--- config.mk ---
export PLATFORM = sky130hd
export DESIGN_NAME = id_ex_stage
export DESIGN_NICKNAME = d
export VERILOG_FILES = /design/src/rtl/id_ex_stage.sv
export SDC_FILE = /design/constraint.sdc
export NUM_CORES = 1
export LEC_CHECK = 0
export ABC_AREA = 1
export BUFFER_PORTS_ARGS = -buffer_cell sky130_fd_sc_hd__buf_2
export CAP_MARGIN = 5
export CORE_MARGIN = 5
export CORE_UTILIZATION = 45
export DETAILED_ROUTE_END_ITERATION = 10
export PLACE_DENSITY = 0.77
export SLEW_MARGIN = 10
export SYNTH_ARGS = -nofsm -noshare
export SYNTH_HDL_FRONTEND = slang
export SYNTH_SLANG_ARGS = --single-unit
--- constraint.sdc ---
create_clock -name clk -period 3 [get_ports clk]
set_input_delay 0.6 -clock clk [delete_from_list [all_inputs] [get_ports clk]]
set_output_delay 0.6 -clock clk [all_outputs]
set_load 0.05 [all_outputs]
--- src/rtl/id_ex_stage.sv ---
// ID->EX pipeline register: load-use bubble/stall, EX backpressure hold, branch flush.
// Optional ID_EX_PERF_CNT_EN adds saturating bubble/hold performance counters.
module id_ex_stage #(
    parameter int XLEN   = 32,
    parameter int REG_AW = 5
) (
    input  logic              clk,
    input  logic              rst,
    input  logic              id_valid,
    input  logic [1:0]        id_ALUOp,
    input  logic              id_branch,
    input  logic              id_mem_to_regs,
    input  logic              id_mem_read,
    input  logic              id_mem_write,
    input  logic              id_alusrc,
    input  logic              id_regs_write,
    input  logic [XLEN-1:0]   id_pc,
    input  logic [XLEN-1:0]   id_rs1_data,
    input  logic [XLEN-1:0]   id_rs2_data,
    input  logic [XLEN-1:0]   id_imm,
    input  logic [REG_AW-1:0] id_rs1,
    input  logic [REG_AW-1:0] id_rs2,
    input  logic [REG_AW-1:0] id_rd,
    input  logic              id_rs1_used,
    input  logic              id_rs2_used,
    input  logic [2:0]        id_funct3,
    input  logic              id_funct7_5,
    input  logic              ex_ready,
    input  logic              ex_flush,
    output logic              id_stall,
    output logic              ex_valid,
    output logic [1:0]        ex_ALUOp,
    output logic              ex_branch,
    output logic              ex_mem_to_regs,
    output logic              ex_mem_read,
    output logic              ex_mem_write,
    output logic              ex_alusrc,
    output logic              ex_regs_write,
    output logic [XLEN-1:0]   ex_pc,
    output logic [XLEN-1:0]   ex_rs1_data,
    output logic [XLEN-1:0]   ex_rs2_data,
    output logic [XLEN-1:0]   ex_imm,
    output logic [REG_AW-1:0] ex_rs1,
    output logic [REG_AW-1:0] ex_rs2,
    output logic [REG_AW-1:0] ex_rd,
    output logic [2:0]        ex_funct3,
    output logic              ex_funct7_5,
    output logic [31:0]       perf_bubble_cnt,
    output logic [31:0]       perf_hold_cnt
);

    typedef struct packed {
        logic [1:0] alu_op;
        logic       branch;
        logic       mem_to_regs;
        logic       mem_read;
        logic       mem_write;
        logic       alusrc;
        logic       regs_write;
    } ctrl_t;

    typedef struct packed {
        logic [XLEN-1:0]   pc;
        logic [XLEN-1:0]   rs1_data;
        logic [XLEN-1:0]   rs2_data;
        logic [XLEN-1:0]   imm;
        logic [REG_AW-1:0] rs1;
        logic [REG_AW-1:0] rs2;
        logic [REG_AW-1:0] rd;
        logic [2:0]        funct3;
        logic              funct7_5;
    } data_t;

    ctrl_t id_ctrl, ctrl_q, ctrl_d;
    data_t id_data, data_q, data_d;
    logic  valid_q, valid_d;
    logic  hold, hazard;

    assign id_ctrl = '{id_ALUOp, id_branch, id_mem_to_regs, id_mem_read,
                       id_mem_write, id_alusrc, id_regs_write};
    assign id_data = '{id_pc, id_rs1_data, id_rs2_data, id_imm,
                       id_rs1, id_rs2, id_rd, id_funct3, id_funct7_5};

    assign hold   = valid_q & ~ex_ready;
    assign hazard = valid_q & ctrl_q.mem_read & (data_q.rd != '0) & id_valid &
                    ((id_rs1_used & (id_rs1 == data_q.rd)) |
                     (id_rs2_used & (id_rs2 == data_q.rd)));

    assign id_stall = ~rst & ~ex_flush & (hold | hazard);

    always_comb begin
        // NOTE: every next-state signal gets its hold value first so no path leaves it unassigned (no latch).
        valid_d = valid_q;
        ctrl_d  = ctrl_q;
        data_d  = data_q;
        if (ex_flush || (!hold && hazard)) begin
            // Bubble: kill control only; data fields are don't-care once valid drops.
            valid_d = 1'b0;
            ctrl_d  = '0;
        end else if (!hold) begin
            valid_d = id_valid;
            ctrl_d  = id_valid ? id_ctrl : '0;
            data_d  = id_data;
        end
    end

    always_ff @(posedge clk) begin
        // NOTE: sequential state uses non-blocking assignments so all registers update from pre-edge values.
        if (rst) begin
            valid_q <= 1'b0;
            ctrl_q  <= '0;
            data_q  <= '0;
        end else begin
            valid_q <= valid_d;
            ctrl_q  <= ctrl_d;
            data_q  <= data_d;
        end
    end

    assign ex_valid       = valid_q;
    assign ex_ALUOp       = ctrl_q.alu_op;
    assign ex_branch      = ctrl_q.branch;
    assign ex_mem_to_regs = ctrl_q.mem_to_regs;
    assign ex_mem_read    = ctrl_q.mem_read;
    assign ex_mem_write   = ctrl_q.mem_write;
    assign ex_alusrc      = ctrl_q.alusrc;
    assign ex_regs_write  = ctrl_q.regs_write;
    assign ex_pc          = data_q.pc;
    assign ex_rs1_data    = data_q.rs1_data;
    assign ex_rs2_data    = data_q.rs2_data;
    assign ex_imm         = data_q.imm;
    assign ex_rs1         = data_q.rs1;
    assign ex_rs2         = data_q.rs2;
    assign ex_rd          = data_q.rd;
    assign ex_funct3      = data_q.funct3;
    assign ex_funct7_5    = data_q.funct7_5;

`ifdef ID_EX_PERF_CNT_EN
    logic [31:0] bubble_cnt_q, hold_cnt_q;

    // Flush edges are excluded from both counters.
    always_ff @(posedge clk) begin
        if (rst) begin
            bubble_cnt_q <= '0;
            hold_cnt_q   <= '0;
        end else begin
            if (!ex_flush && !hold && hazard && bubble_cnt_q != '1)
                bubble_cnt_q <= bubble_cnt_q + 32'd1;
            if (!ex_flush && hold && hold_cnt_q != '1)
                hold_cnt_q <= hold_cnt_q + 32'd1;
        end
    end

    assign perf_bubble_cnt = bubble_cnt_q;
    assign perf_hold_cnt   = hold_cnt_q;
`else
    assign perf_bubble_cnt = 32'h0;
    assign perf_hold_cnt   = 32'h0;
`endif

endmodule

==> out/summary.md, run 1 <==
The run finished with clean final reports. The Yosys step of the flow raised 0 warnings. The synthesized netlist contains 19 unique library cells. The critical path class is register to output port. Sorting the synthesized cells by how often they occur yields sky130_fd_sc_hd__inv_1 (403), sky130_fd_sc_hd__nand2_1 (331), sky130_fd_sc_hd__nor2_1 (159). Counting flops and latches in the post-synthesis netlist gives 156.

The later pin in the worst-skew pair is clocked with a latency of 0.42 ns. The run gives 4 as the total number of H-tree levels. The share of final-layout standard cells stronger than drive strength 1 came out at 0.242. The number of detailed-route iterations in the first pass is 5, and the average wire length per cell after detail routing is 12.5 µm. The run gives 2.40 ns as the data required time of the worst path.

The number of enable flip-flop cells after synthesis was 0. The post-route minimum period was 2.40 ns; the register-to-register setup slack was 1.04 ns. The run gives 0 as the DRC violation count after routing. Wires add up to 24,500 µm. Once detail routing completed, the nets flagged for antenna violations numbered 0. The tools report the count of boundary I/O pins as 383. By instance count, the cell type seen most on the critical path is sky130_fd_sc_hd__nand2_1.

For this design, the CTS-stage hold fixing added 0 buffers. The number of fillers in the final layout is 1,922, and the growth of design area from synthesis to finish is 22.8%. The overall track demand over capacity in global routing was 0.213; the number of cells upsized or downsized after cts was 0.

Summed over all cells, the static leakage comes to 7.01 nW. The area enclosed by the die boundary is 0.0221 mm². The number of placement rows was 50. The part of the Yosys area used for sequential elements was 0.361.

Once the clock tree was built, the setup fixing pass inserted 0 buffers. TritonCTS built the clock tree. Synthesis produced 1,412 cells. STA classifies the critical path endpoint as an output port. The post-synthesis cell type with the largest combined area was sky130_fd_sc_hd__dfxtp_1. The area occupied by multi-input gates came out at 0.00316 mm².

The number of antenna violations at the first check in global routing came out at 5. Setup repair after global routing left no endpoint under its margin. Entering global routing, the biggest net connects 148 pins.

The average footprint of a synthesized cell was 6.12 µm²; the ratio of routed vias to standard cells was 4.34. The number of violations of the max-capacitance limit came out at 0. The final number of hold-violating endpoints was 0. Based on the critical path, the design can be clocked at up to 417 MHz. For the maximum clock insertion buffer count, the log shows 2.

The die is 149 µm tall. By area the synthesized netlist is led by sky130_fd_sc_hd__dfxtp_1 (36%), sky130_fd_sc_hd__inv_1 (17%), sky130_fd_sc_hd__nand2_1 (14%). The logs give 7,722 for the number of global-route vias before repair and 38,500 µm for the wire length of the first global-routing pass. The final period utilization works out to 0.800. The detailed router finished its first iteration with 452 violations. The logs give 0.450 ns for the worst-case hold slack and 0.00312 mm² for the area of all sequential standard cells. The worst IR drop on VDD is 0.358 mV, and the CTS buffer count is 17. The x dimension of the die came out at 149 µm. The effective utilization at floorplan was 0.459; the count of input and output buffers was 318.

The run gives 1.80 ns as the arrival time of the worst setup path. Along the worst path, the maximum fanout reaches 5. The clock sink total was 156. The run gives 0.0188 mm² as the core footprint. The top cell type's share of synthesized area was 0.361.

The tools report the total grt overflow as 0. The net count of the finished layout is 1,838. The placer congestion estimate is 0.813.

For the post-synthesis cell area, the log shows 0.00864 mm². In the post-synthesis netlist, the cell with the most instances is sky130_fd_sc_hd__inv_1. The clock root buffer is sky130_fd_sc_hd__clkbuf_16. STA classifies the critical path startpoint as a register.

Walking the worst path, the cells encountered are inv_1 > nand2_1 > nand2_1 > nor2_1 > nand3_1 > nand2_1 > nand2_4 > a21boi_1 > buf_2. Summed over all failing endpoints, the final setup total negative slack is 0 ns. The share of synthesized registers carrying an async set or reset was 0; the post-CTS clock slew at the launch and capture registers of the worst setup and hold paths was 0.06 ns. The logs give 0.475 for the remaining max-slew budget at the tightest pin and 0 for the final setup violation count. Most frequently used flop master after synthesis: sky130_fd_sc_hd__dfxtp_1.

For this run, the slowest stage of the critical path takes 0.40 ns. Cell with the biggest individual delay on the critical path: sky130_fd_sc_hd__dfxtp_1. The class of the tightest hold or removal check is input pin to register.

In this run the power density over the cells is 571 mW/mm². At the pin with the least slew margin, the transition time is 0.788 ns. The run gives 0 as the count of final max-slew check failures. The largest clock skew in the final design came out at 0.0105 ns. Once detailed placement completed, the half-perimeter wirelength came to 17,100 µm. Across all layers, the routed design uses 8,463 vias.
-- worst max-delay path, delay by kind of cell (launching register included) --
family	cells	cell delay, ns
simple gates	6	0.48
flops	1	0.40
buf+inv	2	0.39
compound gates	1	0.13
-- report_power, final --
| part | internal (mW) | switching [mW] |
|---|---|---|
| Combinational | 0.389 | 1.22 |
| Sequential | 2.23 | 0.0780 |
| Clock | 1.26 | 0.896 |
| Total | 3.87 | 2.19 |
-- placed cells by master (no fill, tap or decap) --
| cell | netlist | layout |
|---|---|---|
| sky130_fd_sc_hd__a21boi_1 | 0 | 1 |
| sky130_fd_sc_hd__a21oi_1 | 8 | 8 |
| sky130_fd_sc_hd__buf_12 | 0 | 5 |
| sky130_fd_sc_hd__buf_2 | 13 | 318 |
| sky130_fd_sc_hd__buf_4 | 66 | 6 |
| sky130_fd_sc_hd__bufinv_16 | 0 | 2 |
| sky130_fd_sc_hd__clkbuf_1 | 43 | 2 |
| sky130_fd_sc_hd__clkbuf_16 | 0 | 17 |
| sky130_fd_sc_hd__clkbuf_8 | 0 | 1 |
| sky130_fd_sc_hd__clkinv_2 | 0 | 1 |
| sky130_fd_sc_hd__clkinv_4 | 0 | 2 |
| sky130_fd_sc_hd__clkinvlp_4 | 0 | 5 |
| sky130_fd_sc_hd__conb_1 | 1 | 64 |
| sky130_fd_sc_hd__dfxtp_1 | 156 | 156 |
| sky130_fd_sc_hd__diode_2 | 0 | 2 |
| sky130_fd_sc_hd__inv_1 | 403 | 400 |
| sky130_fd_sc_hd__inv_2 | 43 | 43 |
| sky130_fd_sc_hd__inv_4 | 0 | 3 |
| sky130_fd_sc_hd__inv_6 | 0 | 1 |
| sky130_fd_sc_hd__inv_8 | 0 | 1 |
| sky130_fd_sc_hd__nand2_1 | 331 | 331 |
| sky130_fd_sc_hd__nand2_4 | 0 | 1 |
| sky130_fd_sc_hd__nand3_1 | 11 | 11 |
| sky130_fd_sc_hd__nand3_4 | 0 | 1 |
| sky130_fd_sc_hd__nand4_1 | 148 | 148 |
| sky130_fd_sc_hd__nor2_1 | 159 | 159 |
| sky130_fd_sc_hd__o21ai_4 | 1 | 1 |
| sky130_fd_sc_hd__o21bai_1 | 1 | 1 |
-- final timing paths --
path | start | end | cells past startpoint
worst max register to register | ex_rd[4]$_SDFFE_PP0P_ | ex_pc[29]$_SDFFE_PP0P_ | 11
worst max-delay path | ex_rd[0]$_SDFFE_PP0P_ | id_stall | 9
worst min-delay path | id_mem_read | ex_mem_read$_SDFFE_PP0N_ | 3
worst min register to register | ex_regs_write$_SDFFE_PP0N_ | ex_regs_write$_SDFFE_PP0N_ | 2
-- flip-flops by register name, indices dropped and copies added (netlist names) --
name / cells
ex_imm: 32
ex_mem_to_regs: 1
ex_funct7_5: 1
ex_rs1: 5
ex_branch: 1
ex_regs_write: 1
ex_valid: 1
ex_pc: 32
ex_rs1_data: 32
ex_rs2_data: 32
ex_rs2: 5
ex_mem_write: 1
ex_funct3: 3
ex_mem_read: 1
ex_ALUOp: 2
ex_rd: 5
ex_alusrc: 1
-- cells by family after synthesis --
logic type | synth area share
simple gates | 0.328
flops | 0.361
buf+inv | 0.302
other cells | 0.000434
compound gates | 0.00825
-- metal layers --
| metal | vias up | GRT usage | share of wire |
|---|---|---|---|
| li1 | 4464 | - | - |
| met1 | 3637 | 0.252 | 0.40 |
| met2 | 304 | 0.365 | 0.49 |
| met3 | 52 | 0.0628 | 0.084 |
| met4 | 6 | 0.0813 | 0.029 |
| met5 | - | 0 | 0.0011 |
-- cell type report --
class                           count  share of cell area
Inverter                          446               0.158
Clock buffer                       20              0.0421
Antenna cell                        2            0.000471
Clock inverter                     12              0.0132
Multi-Input combinational cell    726               0.298
Sequential cell                   156               0.294
Timing Repair Buffer              329               0.164
Tap cell                          260              0.0306
-- stage by stage --
step / area (µm²) / worst slack [ns] / instances / power [mW] / util
final: 10600 / 0.601 / 1951 / 6.07 / 0.564
after global routing: 10600 / 0.362 / 1951 / 6.38 / 0.564
after CTS: 10600 / 0.561 / 1949 / 6.13 / 0.564
after detailed placement: 10000 / 0.747 / 1917 / 3.96 / 0.532
after global placement: 10000 / 0.755 / 1917 / 3.94 / 0.532
after floorplan: 8880 / 0.148 / 1475 / 3.65 / -
Power figures use the tool's default switching activity.
==> run 2, diff against run 1 <==
--- a/config.mk
+++ b/config.mk
@@ -5,13 +5,12 @@
 export SDC_FILE = /design/constraint.sdc
 export NUM_CORES = 1
 export LEC_CHECK = 0
-export ABC_AREA = 1
+export ABC_AREA = 0
 export BUFFER_PORTS_ARGS = -buffer_cell sky130_fd_sc_hd__buf_2
 export CAP_MARGIN = 5
-export CORE_MARGIN = 5
-export CORE_UTILIZATION = 45
+export CORE_AREA = 5 5 148 150
 export DETAILED_ROUTE_END_ITERATION = 10
-export PLACE_DENSITY = 0.77
+export DIE_AREA = 0 0 153 155
 export SLEW_MARGIN = 10
 export SYNTH_ARGS = -nofsm -noshare
 export SYNTH_HDL_FRONTEND = slang
==> constraint.sdc (replaced) <==
create_clock -name clk -period 2.25 [get_ports clk]
set_input_delay 0.45 -clock clk [delete_from_list [all_inputs] [get_ports clk]]
set_output_delay 0.45 -clock clk [all_outputs]
set_load 0.05 [all_outputs]
==> run 2 against run 1 <==
Area after synthesis down 26%; hold slack worse by 0.21 ns; sequential power up 31%; design area down 17%; critical path type unchanged; non-clock buffer count up 14; via count down 37%; die area up 7.4%; global-route usage down 6.2 points.
==> out/summary.md, run 2 <==
The worst path in the final design needs a cycle of 2.25 ns, including I/O delays and setup. The launching point of the worst reg2reg path was ex_rd[2]$_SDFFE_PP0P_. For the count of final max-slew check failures, the log shows 0.

The worst path buffer plus inverter count was 1; the arrival time of the worst setup path was 1.80 ns. The x dimension of the die is 153 µm, and the share of synthesized registers carrying an async set or reset is 0. The share of total power in sequential cells was 0.398. The tools report the core footprint as 0.0206 mm². The ratio of routed vias to standard cells works out to 4.41. The switching portion of total power came out at 0.328.

The tools report the remaining max-slew budget at the tightest pin as 0.380. The floorplan step defined a die boundary enclosing 0.0237 mm². The share of final-layout standard cells stronger than drive strength 1 was 0.420; the CTS buffer count was 17. In this run the cell area of the synthesized design comes to 0.00637 mm². The top fanout value on the critical path came out at 5. The cell family contributing the most delay on the critical path is flip-flops. The critical path is of the register to output port type. The number of antenna violations at the first check in global routing is 2. For the half-perimeter wire length after detailed placement, the log shows 14,000 µm.

STA classifies the critical path startpoint as a register. The final number of hold-violating endpoints is 0. Ranked by total cell area, the synthesized netlist is headed by sky130_fd_sc_hd__dfxtp_1 (49%), sky130_fd_sc_hd__o2bb2ai_1 (20%), sky130_fd_sc_hd__nand2b_1 (15%).

The run finished with clean final reports. In this run the critical register-to-register path is captured at ex_imm[22]$_SDFFE_PP0P_. Setup total negative slack: 0 ns. The final period utilization works out to 0.999. The number of nets at the end of the flow is 1,076, and the average wire length per cell after detail routing is 15.9 µm. Measured along the y axis, the die boundary spans 155 µm.

By count the netlist is led by sky130_fd_sc_hd__dfxtp_1 (156), sky130_fd_sc_hd__nand2b_1 (148), sky130_fd_sc_hd__o2bb2ai_1 (147). The largest net degree at the start of global routing is 149. The library cells used most frequently in the layout, excluding fill and tap cells, are sky130_fd_sc_hd__buf_2 (316), sky130_fd_sc_hd__dfxtp_1 (151), sky130_fd_sc_hd__nand2b_1 (148).

For the number of placement rows, the log shows 53. The number of non-filler instances in the completed layout is 1,202, and the antenna diode count is 0. For this run the aggregate overflow at the end of global routing stands at 0. After clock tree synthesis, the clock-pin slew on the worst setup and hold paths is 0.07 ns. Clock tree synthesis selected as its root buffer the cell sky130_fd_sc_hd__clkbuf_16. For the data required time of the worst path, the log shows 1.80 ns. The logs give 3.92 nW for the cell leakage power and 2 for the maximum clock insertion buffer count.

At the end of routability-driven placement, the weighted congestion stood at 0.780. The clock network fraction of design power is 0.389. The stage delay of the slowest cell on the critical path is 0.40 ns. Across the VDD grid, the largest voltage drop is 0.448 mV. In the post-synthesis netlist, the cell with the most instances is sky130_fd_sc_hd__dfxtp_1.

The post-detailed-routing wire length is 19,100 µm, and the proportion of power drawn by combinational gates is 0.213. The Yosys step of the flow raised 0 warnings. For this block, the via count after detailed routing is 5,301. The most used flip-flop cell after synthesis is sky130_fd_sc_hd__dfxtp_1. The worst setup path is captured at an output port. Setup repair after global routing could not meet its margin everywhere. The number of detailed-route iterations in the first pass is 4, and the largest clock skew in the final design is 0.00852 ns. During placement, the flow inserted port buffers numbering 318.

The clock net in this run drives a total of 156 sinks. The growth of design area from synthesis to finish was 38.3%. The gate count of the mapped netlist came out at 603. The average footprint of a synthesized cell came out at 10.6 µm².

The run gives 0.310 as the effective utilization at floorplan. The largest individual stage delay along the critical path comes from the cell sky130_fd_sc_hd__dfxtp_2. The origin of the worst setup path is ex_rd[0]$_SDFFE_PP0P_. The signal on the critical path passes through xnor2_1 > nand4_1 > o22ai_2 > and2_4 > o21a_1 > buf_12.

Counting tap cells, the placed design contains a total of 1,167 instances. The tools report the wire length of the first global-routing pass as 29,100 µm. In this run, synthesis produced a sequential element count of 156. TritonCTS built the clock tree. The number of violations of the max-capacitance limit is 0.

The overall track demand over capacity in global routing was 0.151. The top cell type's share of synthesized area is 0.490, and the number of fillers in the final layout is 2,074. The analysis attributes to net switching a power of 2.49 mW. The part of the Yosys area used for sequential elements is 0.490, and the number of nets still failing antenna checks after routing is 0. Timing would allow up to 445 MHz. In this run, synthesis inferred 0 flip-flops with an integrated enable. The clock reaches the later pin of the worst-skew pair after 0.41 ns.

For this design the ratio of total power to cell area is 861 mW/mm². The biggest area contributor in the post-synthesis netlist is sky130_fd_sc_hd__dfxtp_1. The worst hold path belongs to the class input pin to register. The number of global-route vias before repair was 5,273. For this block, the initial DRC count from the detailed router was 179. The DRC violation count after routing is 0, and the final setup violation count is 0. For the worst flop-to-flop path, the logic depth is 7. The synthesized netlist contains 22 unique library cells. The total number of H-tree levels is 4. The internal portion of total power came out at 5.09 mW. The startpoint identified for the worst hold timing path is id_rs1_data[29]. For the pin with the worst max-slew slack, the measured transition is 0.928 ns. The logic depth of the worst setup path including buffers is 6.

Across all register-to-register paths, the minimum setup slack is 0.08 ns. The count of boundary I/O pins came out at 383. Following the worst setup path forward leads to its endpoint at id_stall. The library cell used most frequently in the layout, excluding fill and tap cells, is sky130_fd_sc_hd__buf_2.
-- run 2: cell types whose count changed in the layout (fill, tap and decap cells not counted), sizes merged, moves of 146 or more --
cell,delta
o2bb2ai,+147
inv,-444
nand4,-146
nand2,-328
nor2,-157
nand2b,+148
-- run 2: timing repair --
item                       in CTS  in global routing
setup buffers                   3                  0
hold buffers                    0                  0
setup endpoints to repair      46                120
gates resized for setup        11                  2
pin swaps                       6                  0
-- run 2: how the worst min path moves through the flow --
stage / to / slack, ns / cells after the start
floorplan: ex_funct3[0]$_SDFFE_PP0P_ / 0.57 / 1
global placement: ex_mem_write$_SDFFE_PP0N_ / 0.44 / 1
detailed placement: ex_ALUOp[1]$_SDFFE_PP0N_ / 0.45 / 1
CTS: ex_rs2_data[26]$_SDFFE_PP0P_ / 0.21 / 2
global route: ex_rs2_data[26]$_SDFFE_PP0P_ / 0.21 / 2
finish: ex_rs1_data[29]$_SDFFE_PP0P_ / 0.24 / 2
-- run 2: per-stage QoR --
step / setup WS (ns) / hold slack (ns) / instance area, µm² / utilization / power (mW)
6_report: 0.00306 / 0.236 / 8800 / 0.428 / 7.58
5_1_grt: -0.0831 / 0.207 / 8800 / 0.428 / 7.92
4_1_cts: -0.0419 / 0.213 / 8800 / 0.428 / 7.70
3_5_place_dp: -0.146 / 0.449 / 8120 / 0.395 / 4.70
3_3_place_gp: -0.0811 / 0.444 / 8120 / 0.395 / 4.69
2_1_floorplan: 0.0420 / 0.567 / 6610 / - / 4.33
-- run 2: power by group through the flow --
| stage | combinational [mW] | sequential [mW] | clock (mW) |
|---|---|---|---|
| 6_report | 1.61 | 3.02 | 2.95 |
| 5_1_grt | 1.70 | 3.04 | 3.17 |
| 4_1_cts | 1.63 | 3.02 | 3.05 |
| 3_5_place_dp | 1.61 | 3.08 | 0 |
| 3_3_place_gp | 1.61 | 3.08 | 0 |
| 2_1_floorplan | 0.663 | 3.67 | 0 |
-- run 2: logic make-up (layout without fill, tap and decap cells) --
family                 Yosys count  after routing  share of synthesized area
AND/OR/NAND/NOR                161            161                      0.155
other                            1             64                   0.000589
XOR/XNOR                        10             10                     0.0138
buffers and inverters          114            375                      0.117
flip-flops                     156            156                      0.490
AO/OA/AOI/OAI                  161            161                      0.223
-- run 2: per-layer routing --
| metal | vias to the layer above | wire (µm) | GRT usage |
|---|---|---|---|
| met2 | 220 | 9050 | 0.250 |
| met5 | - | 34 | 0 |
| li1 | 2630 | - | - |
| met3 | 11 | 1520 | 0.0606 |
| met1 | 2436 | 8320 | 0.188 |
| met4 | 4 | 159 | 0.0327 |
-- run 2: worst reg2reg max path, stage by stage (launching register included) --
cell and delay [ns]:
sky130_fd_sc_hd__dfxtp_4 0.38, sky130_fd_sc_hd__xnor2_4 0.14, sky130_fd_sc_hd__nand4_1 0.13, sky130_fd_sc_hd__o22ai_2 0.11, sky130_fd_sc_hd__buf_4 0.16, sky130_fd_sc_hd__a21oi_4 0.72
sky130_fd_sc_hd__buf_12 0.30, sky130_fd_sc_hd__o2bb2ai_1 0.17
-- run 2: layout make-up --
cell class	instances	area [µm²]	area share
Sequential cell	156	3130	0.356
Tap cell	275	344	0.0391
Clock inverter	13	156	0.0178
Timing Repair Buffer	343	1920	0.218
Multi-Input combinational cell	396	2800	0.318
Clock buffer	19	453	0.0514
==> run 3, diff against run 2 <==
--- a/config.mk
+++ b/config.mk
@@ -8,9 +8,12 @@
 export ABC_AREA = 0
 export BUFFER_PORTS_ARGS = -buffer_cell sky130_fd_sc_hd__buf_2
 export CAP_MARGIN = 5
-export CORE_AREA = 5 5 148 150
+export CELL_PAD_IN_SITES_DETAIL_PLACEMENT = 1
+export CELL_PAD_IN_SITES_GLOBAL_PLACEMENT = 2
+export CORE_MARGIN = 5
+export CORE_UTILIZATION = 24
 export DETAILED_ROUTE_END_ITERATION = 10
-export DIE_AREA = 0 0 153 155
+export PLACE_DENSITY_LB_ADDON = 0.1
 export SLEW_MARGIN = 10
 export SYNTH_ARGS = -nofsm -noshare
 export SYNTH_HDL_FRONTEND = slang
==> run 3 against run 2 <==
Utilization decreased by 9.2 points; die area is 26% higher; routed wire length is 20% higher; sequential share of layout area rose by 0.12 points; total power shrank 0.27%; non-clock buffer count is 7 lower.
==> out/summary.md, run 3 (synthesis gave the netlist of run 2 again) <==
The core region is 0.0261 mm². The slew at the pin closest to its max-slew limit is 0.526 ns. On the critical path, the stage with the largest delay is an instance of sky130_fd_sc_hd__dfxtp_2. The met1 layer usage reported by global route was 0.170. In this run the worst path has a maximum fanout of 5. The post-route minimum period was 2.22 ns; the final period utilization was 0.985.

For this run, the post-layout net count is 1,069. Class of the tightest hold or removal check: input pin to register. In this run the static leakage power is 3.86 nW. The ratio of routed vias to standard cells works out to 4.35.

The nature of the critical path endpoint was an output port. The share of final-layout standard cells stronger than drive strength 1 is 0.412. Setup violations remaining at the end of the flow were counted as 0. The flow ran to the end, and the final reports show no timing, DRC or antenna violations. The tools report the met3 layer usage reported by global route as 0.0570. The post-detailed-routing wire length is 22,900 µm. For the global routing met2 resource utilization, the log shows 0.256. The tools report the number of placement rows as 59.

The number of violations of the max-capacitance limit came out at 0. Clock-pin slew was measured on the worst setup and hold paths at 0.07 ns. Relative to the synthesized area, the layout overhead comes to 38.0%. The run gives 201 as the number of design-rule violations left by the first detailed-router iteration.

The tree built by TritonCTS fans out to 156 sinks. Setup repair after global routing could not meet its margin everywhere. Via count: 5,486. At the later pin of the worst-skew pair, clock insertion delay measures 0.42 ns. The run gives 35,400 µm as the wire length of the first global-routing pass. The run gives 17 as the CTS buffer count. Entering global routing, the biggest net connects 149 pins. The tools report the area enclosed by the die boundary as 0.0299 mm². At the worst endpoint, the arrival time is 1.77 ns.

In the layout the commonest cells are sky130_fd_sc_hd__buf_2 (316), sky130_fd_sc_hd__dfxtp_1 (151), sky130_fd_sc_hd__nand2b_1 (148). After detailed routing, the average wire length per cell comes to 18.2 µm. Count of final max-slew check failures: 0. TritonCTS built the clock tree. The critical path class is register to output port. Dividing total power by cell area gives a power density of 860 mW/mm². The worst setup path is launched from a register. Final number of hold-violating endpoints: 0. The count of input and output buffers was 318. The critical path goes through xnor2_1 > nand4_1 > o22ai_2 > and2_4 > o21a_1 > buf_6.

The DRC violation count after routing came out at 0. The clock passes through at most 2 buffers. The stage delay of the slowest cell on the critical path is 0.38 ns, and the total grt overflow is 0. In this run the cell area measured after placement is 0.00812 mm². The area of all placed cells without fillers was 0.00879 mm²; the maximum frequency from static timing analysis was 451 MHz. The library cell used most frequently in the layout, excluding fill and tap cells, is sky130_fd_sc_hd__buf_2. The congestion estimate from routability-driven global placement came to 0.751. The worst IR drop on VDD is 0.482 mV. After clock tree synthesis, the flow added hold-fix buffers numbering 0.

The number of global-route vias before repair came out at 6,121. The vertical die dimension came out at 173 µm. The effective utilization at floorplan is 0.244. The overall track demand over capacity in global routing is 0.148, and the number of detailed-route iterations in the first pass is 4. CTS placed an instance of sky130_fd_sc_hd__clkbuf_16 at the clock tree root. The busiest layer in global routing was met2. CTS built an H-tree with a depth of 4.

The clock arrives with 0.0149 ns of skew. For the remaining max-slew budget at the tightest pin, the log shows 0.650. The x dimension of the die was 173 µm; the number of antenna violations at the first check in global routing was 9. The tools report the half-perimeter wire length after detailed placement as 17,000 µm. 383 I/O pins were placed.

Utilization of the core after routing: 0.336. Number of nets still failing antenna checks after routing: 0. The data required time of the worst path came out at 1.80 ns.
run 3: changes by cell type in the layout (fill, tap and decap cells not counted), sizes merged:
cell	before	now
clkinvlp	2	3
clkinv	5	3
buf	343	336
diode	0	7
inv	4	3
run 3: routing by layer:
metal | vias up | wire (µm)
li1 | 2639 | -
met3 | 24 | 1720
met2 | 213 | 11300
met1 | 2604 | 9330
met4 | 6 | 445
met5 | - | 34
run 3: timing repair:
action,CTS,global route
pin swaps,4,4
resized for setup,9,6
setup endpoints to repair,1,1
setup buffers,1,0
run 3: path summary, 6_finish.rpt:
| check | from | to | slack [ns] | cells after the start |
|---|---|---|---|---|
| hold reg to reg | ex_pc[25]$_SDFFE_PP0P_ | ex_pc[25]$_SDFFE_PP0P_ | 0.47 | 2 |
| setup / recovery | ex_rd[0]$_SDFFE_PP0P_ | id_stall | 0.03 | 6 |
| setup reg to reg | ex_rd[2]$_SDFFE_PP0P_ | ex_pc[6]$_SDFFE_PP0P_ | 0.38 | 7 |
| hold / removal | id_pc[11] | ex_pc[11]$_SDFFE_PP0P_ | 0.23 | 2 |
run 3: area by class of cell:
class                   instances  area [µm²]
clock buffers                  19         453
clock inverters                11         138
repair buffers                336        1840
multi-input cells             396        2790
flip-flops and latches        156        3140
well taps                     335         419
diodes                          7        17.5
fillers                      3055       17300
run 3: metrics by stage:
step / hold slack, ns / total power, mW / setup WS (ns) / instances / setup TNS [ns]
2_1_floorplan: 0.567 / 4.33 / 0.0420 / 666 / 0
3_3_place_gp: 0.447 / 4.68 / 0.0584 / 1222 / 0
3_5_place_dp: 0.461 / 4.71 / 0.0369 / 1222 / 0
4_1_cts: 0.202 / 7.69 / -0.0170 / 1253 / -0.0170
5_1_grt: 0.208 / 7.91 / -0.0975 / 1259 / -0.0975
6_report: 0.226 / 7.56 / 0.0344 / 1260 / 0
run 3: report_power, final:
part	internal [mW]	switching, mW	leakage [nW]
registers	2.93	0.0920	1.29
logic	0.426	1.20	2.30
clock network	1.70	1.21	0.280
run 3: critical path: cells and delay by family, from the launching register on:
kind	cells	cell delay (ns)
AND/OR/NAND/NOR	2	0.35
buffers and inverters	1	0.16
flip-flops	1	0.38
XOR/XNOR	1	0.13
AO/OA/AOI/OAI	2	0.33
